===== src/rtl/atk16_sram_pkg.sv =====
// atk16_sram_pkg: shared types and constants for the SRAM arbiter.
// Holds the access-sequence state enum, master indices and default widths.
package atk16_sram_pkg;

  typedef enum logic [1:0] {
    IDLE,
    SETUP,
    STROBE,
    DONE
  } state_t;

  localparam logic M_CPU   = 1'b0;
  localparam logic M_FETCH = 1'b1;

  localparam int DEF_ADDR_W = 18;
  localparam int DEF_DATA_W = 16;
  localparam int CNT_W      = 4;

endpackage


===== src/rtl/sram_rr_arb2.sv =====
// sram_rr_arb2: combinational 2-way round-robin grant.
// Ports: i_req[1:0], i_last, i_en in; o_gnt (master index), o_vld out.
module sram_rr_arb2
  import atk16_sram_pkg::*;
(
  input  logic [1:0] i_req,
  input  logic       i_last,
  input  logic       i_en,
  output logic       o_gnt,
  output logic       o_vld
);

  // On a tie the master that did not win last time goes next.
  always_comb begin
    o_gnt = M_CPU;
    if (i_req == 2'b11)
      o_gnt = ~i_last;
    else if (i_req[1])
      o_gnt = M_FETCH;
  end

  assign o_vld = i_en & (|i_req);

endmodule


===== src/rtl/sram_arbiter.sv =====
// sram_arbiter: shares one async SRAM between a r/w master and a read master.
// Ports: clk, rst, m0_*/m1_* master side, sram_* registered pad side.
module sram_arbiter
  import atk16_sram_pkg::*;
#(
  parameter int ADDR_W        = DEF_ADDR_W,
  parameter int DATA_W        = DEF_DATA_W,
  parameter int STROBE_CYCLES = 2
) (
  input  logic              clk,
  input  logic              rst,
  input  logic              m0_req,
  input  logic              m0_we,
  input  logic [ADDR_W-1:0] m0_addr,
  input  logic [DATA_W-1:0] m0_wdata,
  output logic [DATA_W-1:0] m0_rdata,
  output logic              m0_ack,
  input  logic              m1_req,
  input  logic [ADDR_W-1:0] m1_addr,
  output logic [DATA_W-1:0] m1_rdata,
  output logic              m1_ack,
  output logic              sram_cs_n,
  output logic              sram_oe_n,
  output logic              sram_we_n,
  output logic [ADDR_W-1:0] sram_addr,
  output logic [DATA_W-1:0] sram_dq_o,
  output logic              sram_dq_oe,
  input  logic [DATA_W-1:0] sram_dq_i
);

  localparam logic [CNT_W-1:0] CNT_LOAD =
    CNT_W'(STROBE_CYCLES - 1);

  state_t            r_state;
  logic              r_last;
  logic              r_gnt;
  logic              r_we;
  logic [CNT_W-1:0]  r_cnt;
  logic              r_cs_n;
  logic              r_oe_n;
  logic              r_we_n;
  logic [ADDR_W-1:0] r_addr;
  logic [DATA_W-1:0] r_dq_o;
  logic              r_dq_oe;
  logic              r_ack0;
  logic              r_ack1;
  logic [DATA_W-1:0] r_rd0;
  logic [DATA_W-1:0] r_rd1;

  logic       w_done;
  logic       w_en;
  logic [1:0] w_req;
  logic       w_gnt;
  logic       w_vld;
  logic       w_wr;

  assign w_done = (r_state == DONE);
  assign w_en   = (r_state == IDLE) | w_done;

  // The master finishing this cycle cannot be re-granted straight away.
  assign w_req[0] = m0_req & ~(w_done & (r_gnt == M_CPU));
  assign w_req[1] = m1_req & ~(w_done & (r_gnt == M_FETCH));

  // Master 1 is read-only.
  assign w_wr = (w_gnt == M_CPU) & m0_we;

  sram_rr_arb2 u_arb (
    .i_req  (w_req),
    .i_last (r_last),
    .i_en   (w_en),
    .o_gnt  (w_gnt),
    .o_vld  (w_vld)
  );

  always_ff @(posedge clk) begin
    if (rst) begin
      r_state <= IDLE;
      r_last  <= M_FETCH;
      r_gnt   <= M_CPU;
      r_we    <= 1'b0;
      r_cnt   <= '0;
      r_cs_n  <= 1'b1;
      r_oe_n  <= 1'b1;
      r_we_n  <= 1'b1;
      r_addr  <= '0;
      r_dq_o  <= '0;
      r_dq_oe <= 1'b0;
      r_ack0  <= 1'b0;
      r_ack1  <= 1'b0;
      r_rd0   <= '0;
      r_rd1   <= '0;
    end else begin
      r_ack0 <= 1'b0;
      r_ack1 <= 1'b0;
      unique case (r_state)
        IDLE, DONE: begin
          r_oe_n <= 1'b1;
          r_we_n <= 1'b1;
          if (w_vld) begin
            r_state <= SETUP;
            r_gnt   <= w_gnt;
            r_last  <= w_gnt;
            r_we    <= w_wr;
            r_cs_n  <= 1'b0;
            r_dq_oe <= w_wr;
            r_addr  <= (w_gnt == M_FETCH) ? m1_addr : m0_addr;
            if (w_wr)
              r_dq_o <= m0_wdata;
          end else begin
            r_state <= IDLE;
            r_cs_n  <= 1'b1;
            r_dq_oe <= 1'b0;
          end
        end
        SETUP: begin
          r_state <= STROBE;
          r_cnt   <= CNT_LOAD;
          if (r_we)
            r_we_n <= 1'b0;
          else
            r_oe_n <= 1'b0;
        end
        STROBE: begin
          if (r_cnt == '0) begin
            r_state <= DONE;
            r_oe_n  <= 1'b1;
            r_we_n  <= 1'b1;
            if (r_gnt == M_FETCH)
              r_ack1 <= 1'b1;
            else
              r_ack0 <= 1'b1;
            if (!r_we) begin
              if (r_gnt == M_FETCH)
                r_rd1 <= sram_dq_i;
              else
                r_rd0 <= sram_dq_i;
            end
          end else begin
            r_cnt <= r_cnt - 1'b1;
          end
        end
      endcase
    end
  end

  assign m0_rdata   = r_rd0;
  assign m0_ack     = r_ack0;
  assign m1_rdata   = r_rd1;
  assign m1_ack     = r_ack1;
  assign sram_cs_n  = r_cs_n;
  assign sram_oe_n  = r_oe_n;
  assign sram_we_n  = r_we_n;
  assign sram_addr  = r_addr;
  assign sram_dq_o  = r_dq_o;
  assign sram_dq_oe = r_dq_oe;

endmodule


===== config.mk =====
export PLATFORM = sky130hd
export DESIGN_NAME = sram_arbiter
export DESIGN_NICKNAME = d
export VERILOG_FILES = /design/src/rtl/atk16_sram_pkg.sv /design/src/rtl/sram_rr_arb2.sv /design/src/rtl/sram_arbiter.sv
export SDC_FILE = /design/constraint.sdc
export NUM_CORES = 1
export LEC_CHECK = 0
export ABC_AREA = 1
export CAP_MARGIN = 20
export CORE_MARGIN = 10
export CORE_UTILIZATION = 43
export CTS_BUF_LIST = sky130_fd_sc_hd__clkbuf_4
export CTS_CLUSTER_DIAMETER = 40
export DETAILED_ROUTE_END_ITERATION = 8
export HOLD_SLACK_MARGIN = 0.12
export PLACE_DENSITY = 0.83
export SYNTH_ARGS = -nofsm -noshare
export SYNTH_HDL_FRONTEND = slang
export SYNTH_HIERARCHICAL = 1
export SYNTH_SLANG_ARGS = --single-unit
export TNS_END_PERCENT = 1

===== constraint.sdc =====
create_clock -name clk -period 1.95 [get_ports clk]
set_input_delay 0.195 -clock clk [delete_from_list [all_inputs] [get_ports clk]]
set_output_delay 0.195 -clock clk [all_outputs]
set_load 0.01 [all_outputs]

==> results.md, run 1 <==
- Outcome: complete, no violations
- Placed cell count: 637
- Via/cell ratio: 4.954
- DRC viols: 0
- Final min period: 1.802 ns
- Post-DR wirelength/cell: 15.84 µm
- Chip Height: 106.2 µm
- Synth async-reset ratio: 0%
- Top-area cell type share of the netlist area: 50.74%
- GR Overflow Total: 0
- Distinct cell type count after synthesis: 27
- Final nets: 626
- Cell taking the most area after synthesis: dfxtp_1
- Core Region: 0.007253 mm²
- Via Count: 3,235
- Crit-path cells: ha_1 > a21boi_1 > inv_1 > a21oi_2 > nor2_4 > inv_2 > nor2_1 > nor3_1
- Yosys warning count: 6
- Final period util: 92.40%
- Pwr Total: 6424 µW
- F_max: 0.5550 GHz
- Count leader, synth: nor2_1
- Register area share after synthesis: 50.74%
- Root Driver: clkbuf_4
- TritonRoute pass-1 iters: 4
- Commonest cells in the netlist: nor2_1, dfxtp_1, o21ai_0, nor3_1, nand2_1
- EDFF count, synth: 0
- DRT iter0 DRCs: 187
- I/O Pins: 145
- Footprint of the multi-input gates: 0.001359 mm²
- Critical Path AT: 2.14 ns
- Syn Nets: 481
- Final setup fails: 0
- RePlAce Congestion: 0.7670
- CTS tree: yes
- Worst path required time: 2.29 ns
- Slew @ Worst Pin: 0.3968 ns
- Clk_lat worst skew: 0.43 ns
- Die ar.: 0.01128 mm²
- Die span in x: 106.2 µm
- Pwr Density: 1328 mW/mm²
- Mean area per synthesized cell: 7.910 µm²
- Clock Skew: 0.01233 ns
- Hold Worst Slack: 0.3261 ns
- Cells after Synth: 404
- Initial antenna violation count: 0
- Initial Util: 44.06%
- Pre-CTS WS: -0.02151 ns
- Primary FF master, synth: dfxtp_1
- Crit-path leading delay family: compound AO/OA/AOI/OAI gates
- Reg area: 0.001622 mm²
- Max_cap viols: 0
- Cell area after synthesis: 0.003196 mm²
- CP Class: reg -> reg
- H-tree Lvls: 3
- Crit start category: flip-flop
- GRT Overall Usage: 18.19%
- Routed WL: 10,340 µm
- Slowest CP cell: dfxtp_1
- Fin. Hold Viols: 0
- Max incr delay on CP: 0.36 ns
- Port Buf Inserts: 144
- Clk sinks: 81
- Detail Route Antenna Nets: 0
- Critical path buffers and inverters: 2
- Max clock buf depth: 2
- Number of non-filler instances in the completed layout: 653
- Clock Pin Slew Worst Setup and Hold Paths: 0.14 ns
- Slew Viols, Final: 0
- Cell Area, Placed: 0.004698 mm²
- Share of post-route cells with drive strength above 1: 7.401%
- VDD IR-drop max: 0.0006465 V
- Max Fanout on Critical Path: 18
- Main area contributors after synthesis: dfxtp_1, nor2_1, o21ai_0, nor3_1, nand2_1
- Setup ws final: 0.1482 ns
- First-pass GRT wire length: 16,770 µm
- Worst Hold Class: in -> reg
- Static leakage: 0.001888 µW
- Largest net degree at the start of global routing: 41
- Filler cell count: 636
- CP Capture Type: flip-flop
- Design area: 0.004838 mm²
- Unrepaired setup endpoints after global routing: yes
- Placement row count: 31
- Relative slew slack: 73.45%
- Post-CTS Setup Inserts: 0
- Hpwl dp: 7876 µm
- # diodes: 0
- Vias in the first global route: 3,266
- Area grow syn2layout: 51.41%
- Num CTS Buffers: 9
- #FFs+latches synth: 81
==> sequential cells by signal (all words and copies together) (netlist names) <==
signal	flops
sram_addr	18
m0_ack	1
r_state	2
r_gnt	1
sram_cs_n	1
r_last	1
m0_rdata	16
r_cnt	4
r_we	1
sram_oe_n	1
sram_dq_o	16
sram_dq_oe	1
m1_ack	1
sram_we_n	1
m1_rdata	16
==> worst reg2reg max path, delay by kind of cell (launching register included) <==
family,cells,cell delay [ns]
DFF,1,0.36
AOI/OAI and AO/OA,2,0.38
adders and majority gates,1,0.22
and+or+nand+nor,3,0.39
buffers and inverters,2,0.34
==> report_power, final <==
| group | switching (µW) | internal [µW] | total, µW | leakage (µW) |
|---|---|---|---|---|
| Sequential | 255 | 2120 | 2370 | 0.000662 |
| Combinational | 1690 | 1360 | 3050 | 0.00116 |
| Clock | 611 | 388 | 999 | 0.0000660 |
| Total | 2560 | 3870 | 6420 | 0.00189 |
==> worst paths after layout <==
check | startpoint | to | slack [ns] | cells after the start
max reg2reg | r_state[0]$_SDFFE_PP0P_ | sram_addr[16]$_SDFFE_PP0P_ | 0.15 | 8
min reg2reg | r_cnt[1]$_SDFFE_PP0P_ | r_cnt[1]$_SDFFE_PP0P_ | 0.47 | 2
min | m0_addr[1] | sram_addr[1]$_SDFFE_PP0P_ | 0.33 | 3
max | r_state[0]$_SDFFE_PP0P_ | sram_addr[16]$_SDFFE_PP0P_ | 0.15 | 8
==> routing by layer <==
metal / vias to the layer above / part of all wire [%] / GRT usage (%)
li1: 1623 / - / -
met1: 1496 / 40 / 20.27
met2: 103 / 49 / 30.83
met3: 13 / 9.0 / 7.005
met4: 0 / 1.7 / 6.770
met5: - / 0 / 0
==> layout by cell type, fill, tap and decap left out <==
master | Yosys | final
nand2_1 | 21 | 21
inv_1 | 14 | 14
clkdlybuf4s50_1 | 0 | 144
nor3_1 | 52 | 52
nand4_1 | 2 | 2
inv_2 | 2 | 2
bufinv_16 | 0 | 1
nand3_4 | 1 | 1
nand3_1 | 4 | 4
ha_1 | 4 | 4
nor2_1 | 109 | 108
nand2_4 | 2 | 2
a21boi_1 | 0 | 2
a21oi_2 | 1 | 1
clkbuf_4 | 1 | 9
inv_6 | 1 | 2
a211oi_1 | 1 | 1
o21ai_1 | 10 | 10
buf_4 | 0 | 11
nor2_2 | 0 | 1
o21ai_0 | 60 | 60
clkinv_2 | 0 | 1
nor2_4 | 4 | 4
clkinv_1 | 1 | 2
dfxtp_1 | 81 | 81
clkinvlp_4 | 0 | 3
nand2_2 | 3 | 3
a21oi_1 | 8 | 8
==> repair_timing <==
item                                    4_1_cts  5_1_grt
hold buffers                                  0        0
endpoints found under the setup margin        0       34
gates resized for setup                       0        3
==> cell type report <==
class                           instances  share of cell area, %
Clock inverter                          7                  1.448
Clock buffer                            9                  1.396
Sequential cell                        81                  33.51
Tap cell                               99                  2.560
Inverter                               18                  1.500
Multi-Input combinational cell        284                  28.08
Timing Repair Buffer                  155                  31.50
==> cells by family (layout without fill, tap and decap cells) <==
group | count (synthesis) | after routing | share of synthesized area [%]
flops | 81 | 81 | 50.74
simple gates | 198 | 198 | 27.68
buf+inv | 39 | 189 | 6.813
compound gates | 82 | 82 | 13.20
fa+ha+maj | 4 | 4 | 1.566
==> through the flow <==
stage / util (%) / setup TNS (ns)
floorplan: - / 0
global placement: 64.77 / 0
detailed placement: 64.77 / -0.02151
CTS: 66.67 / 0
global route: 66.71 / -0.01668
finish: 66.71 / 0
(Power assumes the default switching activity.)
==> run 2, diff against run 1 <==
--- a/config.mk
+++ b/config.mk
@@ -6,12 +6,13 @@
 export NUM_CORES = 1
 export LEC_CHECK = 0
 export ABC_AREA = 1
-export CAP_MARGIN = 20
+export CAP_MARGIN = 15
 export CORE_MARGIN = 10
 export CORE_UTILIZATION = 43
 export CTS_BUF_LIST = sky130_fd_sc_hd__clkbuf_4
 export CTS_CLUSTER_DIAMETER = 40
 export DETAILED_ROUTE_END_ITERATION = 8
+export GPL_TIMING_DRIVEN = 0
 export HOLD_SLACK_MARGIN = 0.12
 export PLACE_DENSITY = 0.83
 export SYNTH_ARGS = -nofsm -noshare
==> run 2 against run 1 <==
Register-to-register slack got worse by 0.02 ns. Critical path type unchanged. Sequential power about the same. Power increased by 4.3%. Non-clock buffer count increased by 12. Fmax decreased by 1.2%. Largest power group unchanged. Die area unchanged. Global-route usage increased by 0.25 points. Routed wire length increased by 2.0%.
==> results.md, run 2 (synthesis results as in run 1) <==
- Outcome: complete, no violations (unchanged)
- Vias in the first global route: 3,333 (was 3,266)
- Max Fanout on Critical Path: 10 (was 18)
- Static leakage: 0.001960 µW (was 0.001888 µW)
- Reg2Reg Launch Point: r_state[1]$_SDFFE_PP0P_ (was r_state[0]$_SDFFE_PP0P_)
- Chip Height: 106.2 µm (unchanged)
- Routed WL: 10,550 µm (was 10,340 µm)
- Slew Viols, Final: 0 (unchanged)
- Hold path start: m1_addr[7] (was m0_addr[1])
- Hold Worst Slack: 0.3549 ns (was 0.3261 ns)
- Hpwl dp: 8318 µm (was 7876 µm)
- Commonest non-fill, non-tap cell in the layout: clkdlybuf4s50_1 (unchanged)
- Area grow syn2layout: 55.99% (was 51.41%)
- Initial antenna violation count: 0 (unchanged)
- Met2 usage: 31.32% (was 30.83%)
- Met3 Use GR: 5.737% (was 7.005%)
- Via Count: 3,324 (was 3,235)
- GR Overflow Total: 0 (unchanged)
- Max incr delay on CP: 0.37 ns (was 0.36 ns)
- Unrepaired setup endpoints after global routing: yes (unchanged)
- Detail Route Antenna Nets: 0 (unchanged)
- Root Driver: clkbuf_4 (unchanged)
- Worst Hold Class: in -> reg (unchanged)
- Pwr Density: 1344 mW/mm² (was 1328 mW/mm²)
- Core Region: 0.007253 mm² (unchanged)
- Worst Setup SP: r_state[1]$_SDFFE_PP0P_ (was r_state[0]$_SDFFE_PP0P_)
- Crit-path leading delay family: simple AND/OR/NAND/NOR gates (was compound AO/OA/AOI/OAI gates)
- Reg2reg end: sram_dq_o[8]$_SDFFE_PP0P_ (was sram_addr[16]$_SDFFE_PP0P_)
- First-pass GRT wire length: 16,990 µm (was 16,770 µm)
- Busiest layer in global routing: met2 (unchanged)
- Final min period: 1.823 ns (was 1.802 ns)
- Design area: 0.004985 mm² (was 0.004838 mm²)
- Max FFs per register: 18 (unchanged)
- TNS Setup: 0 ns (unchanged)
- Reg area: 0.001625 mm² (was 0.001622 mm²)
- Max clock buf depth: 2 (unchanged)
- Clock Pin Slew Worst Setup and Hold Paths: 0.14 ns (about the same)
- Via/cell ratio: 4.998 (was 4.954)
- Final period util: 93.51% (was 92.40%)
- # diodes: 0 (unchanged)
- Critical Path AT: 2.13 ns (was 2.14 ns)
- Post-DR wirelength/cell: 15.86 µm (was 15.84 µm)
- Crit-path cells: ha_1 > a21boi_2 > nor2_1 > nor2_2 > nand2_4 > nor2_4 > nand2_4 > buf_6 > o21ai_0 > nor2_1 (was ha_1 > a21boi_1 > inv_1 > a21oi_2 > nor2_4 > inv_2 > nor2_1 > nor3_1)
- H-tree Lvls: 3 (unchanged)
- VDD IR-drop max: 0.0006372 V (was 0.0006465 V)
- Fin. Hold Viols: 0 (unchanged)
- Final nets: 638 (was 626)
- Pwr Total: 6697 µW (was 6424 µW)
- Footprint of the multi-input gates: 0.001395 mm² (was 0.001359 mm²)
- Met1 usage: 21.88% (was 20.27%)
- Cell depth of the worst hold path: 3 (unchanged)
- Slowest CP cell: dfxtp_2 (was dfxtp_1)
- Die span in x: 106.2 µm (unchanged)
- Cts-stage hold buffer count: 0 (unchanged)
- CTS tree: yes (unchanged)
- Clk_lat worst skew: 0.41 ns (was 0.43 ns)
- Filler cell count: 590 (was 636)
- RePlAce Congestion: 0.8301 (was 0.7670)
- CP Capture Type: flip-flop (unchanged)
- Share of post-route cells with drive strength above 1: 9.364% (was 7.401%)
- Final setup fails: 0 (unchanged)
- Clk sinks: 81 (unchanged)
- Crit start category: flip-flop (unchanged)
- GRT Overall Usage: 18.44% (was 18.19%)
- Max_cap viols: 0 (unchanged)
- Num CTS Buffers: 9 (unchanged)
- Clock Skew: 0.01496 ns (was 0.01233 ns)
- Relative slew slack: 70.15% (was 73.45%)
- Initial Util: 44.06% (unchanged)
- Worst path required time: 2.26 ns (was 2.29 ns)
- I/O Pins: 145 (unchanged)
- F_max: 0.5484 GHz (was 0.5550 GHz)
- Final Util: 68.73% (was 66.71%)
- TritonRoute pass-1 iters: 4 (unchanged)
- Port Buf Inserts: 144 (unchanged)
- DRT iter0 DRCs: 139 (was 187)
- Slew @ Worst Pin: 0.4478 ns (was 0.3968 ns)
- Die ar.: 0.01128 mm² (unchanged)
- Largest net degree at the start of global routing: 14 (was 41)
- FF-to-FF setup slack: 0.13 ns (was 0.15 ns)
- R2R depth: 10 (was 8)
- CP Class: reg -> reg (unchanged)
- Hold Crit Endpoint: sram_addr[7]$_SDFFE_PP0P_ (was sram_addr[1]$_SDFFE_PP0P_)
- Cell Area, Placed: 0.004761 mm² (was 0.004698 mm²)
- Commonest cells after routing, fill and taps aside: clkdlybuf4s50_1, nor2_1, dfxtp_1 (unchanged)
- DRC viols: 0 (unchanged)
- Critical path buffers and inverters: 1 (was 2)
- Placement row count: 31 (unchanged)
run 2: cell types whose count changed in the layout (fill, tap and decap cells not counted), sizes merged:
cell,delta
bufinv,+1
clkinvlp,-3
clkbuf,+12
buf,+2
run 2: tightest hold or removal path: stages:
cell and delay, ns:
clkdlybuf4s50_1 0.40, nor2_1 0.10, nor3_1 0.05
run 2: final cells by class:
class | count | share of cell area, %
clock inverters | 5 | 1.581
clock buffers | 11 | 1.657
multi-input cells | 284 | 27.99
plain buffers | 21 | 2.962
well taps | 99 | 2.485
repair buffers | 146 | 29.22
flip-flops and latches | 81 | 32.61
inverters | 18 | 1.506
run 2: where the power goes:
| group | internal (µW) | switching (µW) | leakage (µW) |
|---|---|---|---|
| combinational | 1460 | 1730 | 0.00121 |
| sequential | 2120 | 258 | 0.000663 |
| clock | 551 | 571 | 0.0000912 |
| total | 4140 | 2560 | 0.00196 |
run 2: layer usage:
layer	up-vias	share of wire, %
met5	-	0
met4	0	1.1
met3	11	7.3
met2	121	49
met1	1537	43
li1	1655	-
run 2: worst max path at each step:
stage,depth (start not counted),to
floorplan,10,sram_dq_o[10]$_SDFFE_PP0P_
global placement,10,sram_addr[11]$_SDFFE_PP0P_
detailed placement,10,sram_dq_o[10]$_SDFFE_PP0P_
CTS,10,sram_dq_o[11]$_SDFFE_PP0P_
global route,10,sram_addr[11]$_SDFFE_PP0P_
finish,10,sram_dq_o[8]$_SDFFE_PP0P_
run 2: metrics by stage:
step | cells | setup WS (ns)
floorplan | 404 | 0.1976
global placement | 647 | -0.1999
detailed placement | 647 | -0.2529
CTS | 663 | 0.008233
global route | 665 | -0.01547
finish | 665 | 0.1265
run 2: what timing repair did:
item | 4_1_cts | 5_1_grt
pin swaps | 0 | 3
setup buffers | 0 | 2
gates cloned | 0 | 0
gates resized for setup | 5 | 14
endpoints found under the setup margin | 17 | 31
==> run 3, diff against run 2 <==
--- a/config.mk
+++ b/config.mk
@@ -15,6 +15,7 @@
 export GPL_TIMING_DRIVEN = 0
 export HOLD_SLACK_MARGIN = 0.12
 export PLACE_DENSITY = 0.83
+export SLEW_MARGIN = 20
 export SYNTH_ARGS = -nofsm -noshare
 export SYNTH_HDL_FRONTEND = slang
 export SYNTH_HIERARCHICAL = 1
==> results of run 3 <==
No change in the layout: final DEF, timing and power equal those of run 2.
